**config.mk**
```make
export PLATFORM = sky130hd
export DESIGN_NAME = hilo_unit
export DESIGN_NICKNAME = d
export VERILOG_FILES = /design/src/rtl/hilo_pkg.sv /design/src/rtl/hilo_unit_div_core.sv /design/src/rtl/hilo_unit.sv
export SDC_FILE = /design/constraint.sdc
export NUM_CORES = 1
export LEC_CHECK = 0
export ABC_CLOCK_PERIOD_IN_PS = 3000
export BUFFER_PORTS_ARGS = -buffer_cell sky130_fd_sc_hd__buf_4
export CORE_MARGIN = 2
export CORE_UTILIZATION = 47
export CTS_CLUSTER_SIZE = 16
export DETAILED_ROUTE_END_ITERATION = 6
export PLACE_DENSITY_LB_ADDON = 0.1
export SETUP_SLACK_MARGIN = 0.4
export SYNTH_ARGS = -nofsm -noshare
export SYNTH_HDL_FRONTEND = slang
export SYNTH_HIERARCHICAL = 1
export SYNTH_SLANG_ARGS = --single-unit
```
**constraint.sdc**
```tcl
create_clock -name clk -period 3 [get_ports clk]
set_input_delay 0.6 -clock clk [delete_from_list [all_inputs] [get_ports clk]]
set_output_delay 0.6 -clock clk [all_outputs]
set_load 0.05 [all_outputs]
```
**src/rtl/hilo_pkg.sv**
```systemverilog
`default_nettype none
// ============================================================================
// Module      : hilo_pkg
// Description : Shared types for the HI/LO unit: request codes, FSM states
//               and the default datapath width.
// Revision    : 1.0 - initial release
// ============================================================================
package hilo_pkg;

    localparam int c_DEFAULT_WIDTH = 32;

    typedef enum logic [2:0] {
        OP_NOP   = 3'd0,
        OP_WPROD = 3'd1,
        OP_MTHI  = 3'd2,
        OP_MTLO  = 3'd3,
        OP_DIV   = 3'd4,
        OP_DIVU  = 3'd5
    } hilo_op_e;

    typedef enum logic [1:0] {
        ST_IDLE = 2'd0,
        ST_RUN  = 2'd1,
        ST_FIX  = 2'd2,
        ST_DONE = 2'd3
    } hilo_state_e;

endpackage
`default_nettype wire

```
**src/rtl/hilo_unit_div_core.sv**
```systemverilog
`default_nettype none
// ============================================================================
// Module      : div_core
// Description : Iterative unsigned restoring divider, one quotient bit per
//               step. Built only when HILO_DIV_EN is defined.
// Revision    : 1.0 - initial release
// ============================================================================
`ifdef HILO_DIV_EN
module div_core
    import hilo_pkg::*;
#(
    parameter int WIDTH = c_DEFAULT_WIDTH
) (
    input  logic             clk,
    input  logic             rst,
    input  logic             start,
    input  logic             step,
    input  logic [WIDTH-1:0] dividend,
    input  logic [WIDTH-1:0] divisor,
    output logic             last,
    output logic [WIDTH-1:0] quotient,
    output logic [WIDTH-1:0] remainder
);

    localparam int              c_CW   = (WIDTH > 1) ? $clog2(WIDTH) : 1;
    localparam logic [c_CW-1:0] c_LAST = c_CW'(WIDTH - 1);

    logic [WIDTH-1:0] r_quo;
    logic [WIDTH-1:0] r_rem;
    logic [WIDTH-1:0] r_dvs;
    logic [c_CW-1:0]  r_count;
    logic [WIDTH:0]   w_shift;
    logic [WIDTH:0]   w_trial;

    // Dividend bits shift out of the quotient register into the remainder.
    always_comb begin
        w_shift = {r_rem, r_quo[WIDTH-1]};
        w_trial = w_shift - {1'b0, r_dvs};
    end

    always_ff @(posedge clk) begin
        if (rst) begin
            r_quo   <= '0;
            r_rem   <= '0;
            r_dvs   <= '0;
            r_count <= '0;
        end else if (start) begin
            r_quo   <= dividend;
            r_rem   <= '0;
            r_dvs   <= divisor;
            r_count <= '0;
        end else if (step) begin
            r_count <= r_count + 1'b1;
            if (!w_trial[WIDTH]) begin
                r_rem <= w_trial[WIDTH-1:0];
                r_quo <= {r_quo[WIDTH-2:0], 1'b1};
            end else begin
                r_rem <= w_shift[WIDTH-1:0];
                r_quo <= {r_quo[WIDTH-2:0], 1'b0};
            end
        end
    end

    assign last      = (r_count == c_LAST);
    assign quotient  = r_quo;
    assign remainder = r_rem;

endmodule
`endif
`default_nettype wire

```
**src/rtl/hilo_unit.sv**
```systemverilog
`default_nettype none
// ============================================================================
// Module      : hilo_unit
// Description : Architectural HI/LO registers with product/move writes and an
//               optional multi-cycle divider enabled by macro HILO_DIV_EN.
// Revision    : 1.0 - initial release
// ============================================================================
module hilo_unit
    import hilo_pkg::*;
#(
    parameter int WIDTH = c_DEFAULT_WIDTH
) (
    input  logic             clk,
    input  logic             rst,
    input  logic             op_valid,
    input  logic [2:0]       op,
    input  logic [WIDTH-1:0] alu_lo,
    input  logic [WIDTH-1:0] alu_hi,
    input  logic [WIDTH-1:0] rs_val,
    input  logic [WIDTH-1:0] rt_val,
    output logic             op_ready,
    output logic             busy,
    output logic             done,
    output logic             div_by_zero,
    output logic [WIDTH-1:0] hi,
    output logic [WIDTH-1:0] lo
);

    logic [WIDTH-1:0] r_hi;
    logic [WIDTH-1:0] r_lo;
    logic             w_accept;
    logic             w_fix_wr;
    logic [WIDTH-1:0] w_fix_hi;
    logic [WIDTH-1:0] w_fix_lo;

    assign w_accept = op_valid && op_ready;

`ifdef HILO_DIV_EN
    hilo_state_e      r_state;
    hilo_state_e      w_next;
    logic             r_neg_q;
    logic             r_neg_r;
    logic             r_dbz;
    logic             w_is_div;
    logic             w_is_any_div;
    logic             w_div_acc;
    logic             w_start;
    logic             w_step;
    logic             w_last;
    logic [WIDTH-1:0] w_rs_mag;
    logic [WIDTH-1:0] w_rt_mag;
    logic [WIDTH-1:0] w_quo;
    logic [WIDTH-1:0] w_rem;

    assign w_is_div     = (op == OP_DIV);
    assign w_is_any_div = (op == OP_DIV) || (op == OP_DIVU);
    assign w_div_acc    = w_accept && w_is_any_div;

    // Signed divide runs on magnitudes; the most negative value maps onto
    // itself, which is the correct unsigned magnitude.
    assign w_rs_mag = (w_is_div && rs_val[WIDTH-1]) ? -rs_val : rs_val;
    assign w_rt_mag = (w_is_div && rt_val[WIDTH-1]) ? -rt_val : rt_val;

    div_core #(
        .WIDTH(WIDTH)
    ) u_div_core (
        .clk       (clk),
        .rst       (rst),
        .start     (w_start),
        .step      (w_step),
        .dividend  (w_rs_mag),
        .divisor   (w_rt_mag),
        .last      (w_last),
        .quotient  (w_quo),
        .remainder (w_rem)
    );

    always_ff @(posedge clk) begin
        if (rst) begin
            r_state <= ST_IDLE;
            r_neg_q <= 1'b0;
            r_neg_r <= 1'b0;
            r_dbz   <= 1'b0;
        end else begin
            r_state <= w_next;
            if (w_div_acc) begin
                r_dbz   <= (rt_val == '0);
                r_neg_q <= w_is_div && (rs_val[WIDTH-1] ^ rt_val[WIDTH-1]);
                r_neg_r <= w_is_div && rs_val[WIDTH-1];
            end
        end
    end

    always_comb begin
        w_next   = r_state;
        op_ready = 1'b0;
        busy     = 1'b0;
        done     = 1'b0;
        w_start  = 1'b0;
        w_step   = 1'b0;
        w_fix_wr = 1'b0;
        case (r_state)
            ST_IDLE: begin
                op_ready = 1'b1;
                if (op_valid && w_is_any_div) begin
                    if (rt_val == '0) begin
                        w_next = ST_DONE;
                    end else begin
                        w_start = 1'b1;
                        w_next  = ST_RUN;
                    end
                end
            end
            ST_RUN: begin
                busy   = 1'b1;
                w_step = 1'b1;
                if (w_last) begin
                    w_next = ST_FIX;
                end
            end
            ST_FIX: begin
                busy     = 1'b1;
                w_fix_wr = 1'b1;
                w_next   = ST_DONE;
            end
            ST_DONE: begin
                done   = 1'b1;
                w_next = ST_IDLE;
            end
            default: w_next = ST_IDLE;
        endcase
    end

    assign w_fix_hi    = r_neg_r ? -w_rem : w_rem;
    assign w_fix_lo    = r_neg_q ? -w_quo : w_quo;
    assign div_by_zero = r_dbz;
`else
    logic w_unused;

    assign op_ready    = 1'b1;
    assign busy        = 1'b0;
    assign done        = 1'b0;
    assign div_by_zero = 1'b0;
    assign w_fix_wr    = 1'b0;
    assign w_fix_hi    = '0;
    assign w_fix_lo    = '0;
    assign w_unused    = ^rt_val;
`endif

    // Divide write-back and new requests are exclusive: requests need IDLE.
    always_ff @(posedge clk) begin
        if (rst) begin
            r_hi <= '0;
            r_lo <= '0;
        end else if (w_fix_wr) begin
            r_hi <= w_fix_hi;
            r_lo <= w_fix_lo;
        end else if (w_accept) begin
            case (op)
                OP_WPROD: begin
                    r_hi <= alu_hi;
                    r_lo <= alu_lo;
                end
                OP_MTHI: r_hi <= rs_val;
                OP_MTLO: r_lo <= rs_val;
                default: ;
            endcase
        end
    end

    assign hi = r_hi;
    assign lo = r_lo;

endmodule
`default_nettype wire

```
==> impl_metrics.tcl <==
set metrics [dict create \
    status "completed" \
    hold_class "flop to flop" \
    pre_cts_slack_ns 0.650 \
    cts.sinks 64 \
    grt_pass1_wl_mm 14.4 \
    leakage_nw 2.00 \
    hold_viol 0 \
    root_buffer "clkbuf_8" \
    yosys_warnings 6 \
    yosys.area.top_type "dfxtp_1" \
    fp-row-count 30 \
    grt_max_degree 65 \
    grt_overflow 0 \
    tns_ns 0 \
    syn-cell-area_sq_um 3350 \
    first_iter_violations 97 \
    timing.final.max_slew_violations 0 \
    fp.dieW_um 88.4 \
    ys.flop_type "dfxtp_1" \
    synth_edf_count 0 \
    initial_core_util 0.490 \
    dr.pass1.iters 4 \
    num_antenna_cells 0 \
    fin_ws_ns 1.01 \
    ys_ff_latch 64 \
    cp_max_fo 32 \
    rsz0062_at_grt "false" \
    antenna_left 0 \
    clock_skew_ns 0 \
    synth_mux_area_frac 0.0957 \
    fin_crit_sh 0.664 \
    synth_top_family_by_area "compound AO/OA/AOI/OAI gates" \
    cts.repair.resized 0 \
    core-area_sq_um 6830 \
    synth_async_sr_flop_share 0 \
    nets 616 \
    antenna_found_initial 0 \
    place_hpwl_mm 6.56 \
    syn2layout_area_growth_pct 36.8 \
    drv_cap 0 \
    synth_adder_area_share 0 \
    cp.arrival_ns 2.16 \
    regArea_sq_um 1280 \
    synth_compound_area_frac 0.265 \
    place_area_sq_um 4380 \
    vdd_drop_max_v 0.000288 \
    worst_pin_slew_ns 0.907 \
    instances_no_fill 583 \
    required_ns 3.17 \
    fin_area_sq_um 4580 \
    period_minus_slack_ns 1.99 \
    synth.distinct_cells 26 \
    htree_levels 3 \
    clkLatencyLatePin_ns 0.32 \
    drive_gt1_frac 0.476 \
    fmax_mhz 502 \
    gp_congestion 0.832 \
    die_y_um 88.4 \
    avgRoutedWirePerCell_um 15.7 \
    cts_tree "built" \
    yosys.area.top_type_share 0.383 \
    relSlewSlack 0.395 \
    final-setup-viol-count 0 \
    yosysMostFrequentCell "dfxtp_1" \
    critPathCaptureType "flop" \
    path_class "input pin to flop" \
    grt_usage 0.235 \
    cts_setup_buffers 0 \
    first_global_vias 2980 \
    multi_input_area_sq_um 1680 \
    postCtsHoldBufs 0 \
    drt_wl_total_mm 9.18 \
    ys_seq_area_frac 0.383 \
    cp-start-kind "input pin" \
    synth_xor_area_frac 0.00823 \
    vias 3040 \
    hold_ws_ns 0.500 \
    dieArea_sq_um 7810 \
    clockBufferDepth 2 \
    netlist_top_cells_area "dfxtp_1, a311oi_2, mux2i_1" \
    power_density_nw_per_um2 500 \
    dp.cells 567 \
    synth_simple_gate_area_frac 0.127 \
    drc 0 \
    clk_pin_slew_ns 0.07 \
    avgSynthCellArea_sq_um 9.96 \
    synth_common_cells "dfxtp_1, nand2_1, a21oi_1, mux2i_1, nor2_1" \
    syn_inst 336 \
    num_io_pins 202 \
    routed_via_density 5.21 \
    cts_buffers 9 \
    num-fill-cells 596 \
    io_buffers 165 \
]
[flip-flops by register name (all words and copies together) (netlist names)]
register,cells
hi,32
lo,32
[cell type report]
type                    instances  area share
repair buffers                173       0.284
clock buffers                  13      0.0347
well taps                      96      0.0263
multi-input cells             234       0.366
clock inverters                 3     0.00875
flip-flops and latches         64       0.280
[where the power goes]
| part | leakage [nW] | internal, W | total (W) | switching, W |
|---|---|---|---|---|
| Combinational | 1.38 | 0.000235 | 0.000612 | 0.000378 |
| Clock | 0.103 | 0.000428 | 0.000751 | 0.000323 |
| Sequential | 0.524 | 0.000899 | 0.000925 | 0.0000262 |
[critical path, cell delays in order]
cell and delay [ns]:
buf_4 0.31, xor2_4 0.48, and2_4 0.56, a311oi_2 0.18
[stage by stage]
step	utilization	power, W
after floorplan	-	0.00137
final	0.670	0.00229
after CTS	0.670	0.00230
after detailed placement	0.641	0.00156
after global placement	0.641	0.00155
after global routing	0.670	0.00238
[worst paths after layout]
path,startpoint,end,slack [ns],cells after the start
worst min register to register,lo[4],lo[4],0.50,2
worst max register to register,hi[10],hi[10],2.24,2
worst min-delay path,lo[4],lo[4],0.50,2
worst max-delay path,op[1],hi[10],1.01,4
[per-layer routing]
| metal | share of wire | track usage | up-vias |
|---|---|---|---|
| met5 | 0 | 0 | - |
| met4 | 0.016 | 0.0868 | 0 |
| met3 | 0.065 | 0.0522 | 11 |
| met2 | 0.49 | 0.392 | 107 |
| met1 | 0.43 | 0.298 | 1431 |
| li1 | - | - | 1491 |
[placed cells by master (no fill, tap or decap), drive strengths merged, types with 2 or more instances in the layout]
cell and n:
mux2i 32, a311oi 32, nand2 64, conb 4
nor2 32, buf 173, clkbuf 13, dfxtp 64
a211oi 32, a21oi 32, clkinv 2
[kinds of logic (layout without fill, tap and decap cells)]
family / Yosys count / in the layout
flops: 64 / 64
other cells: 2 / 4
simple gates: 101 / 101
buf+inv: 40 / 189
compound gates: 96 / 96
xor+xnor: 1 / 1
mux: 32 / 32
Power figures use the tool's default switching activity.
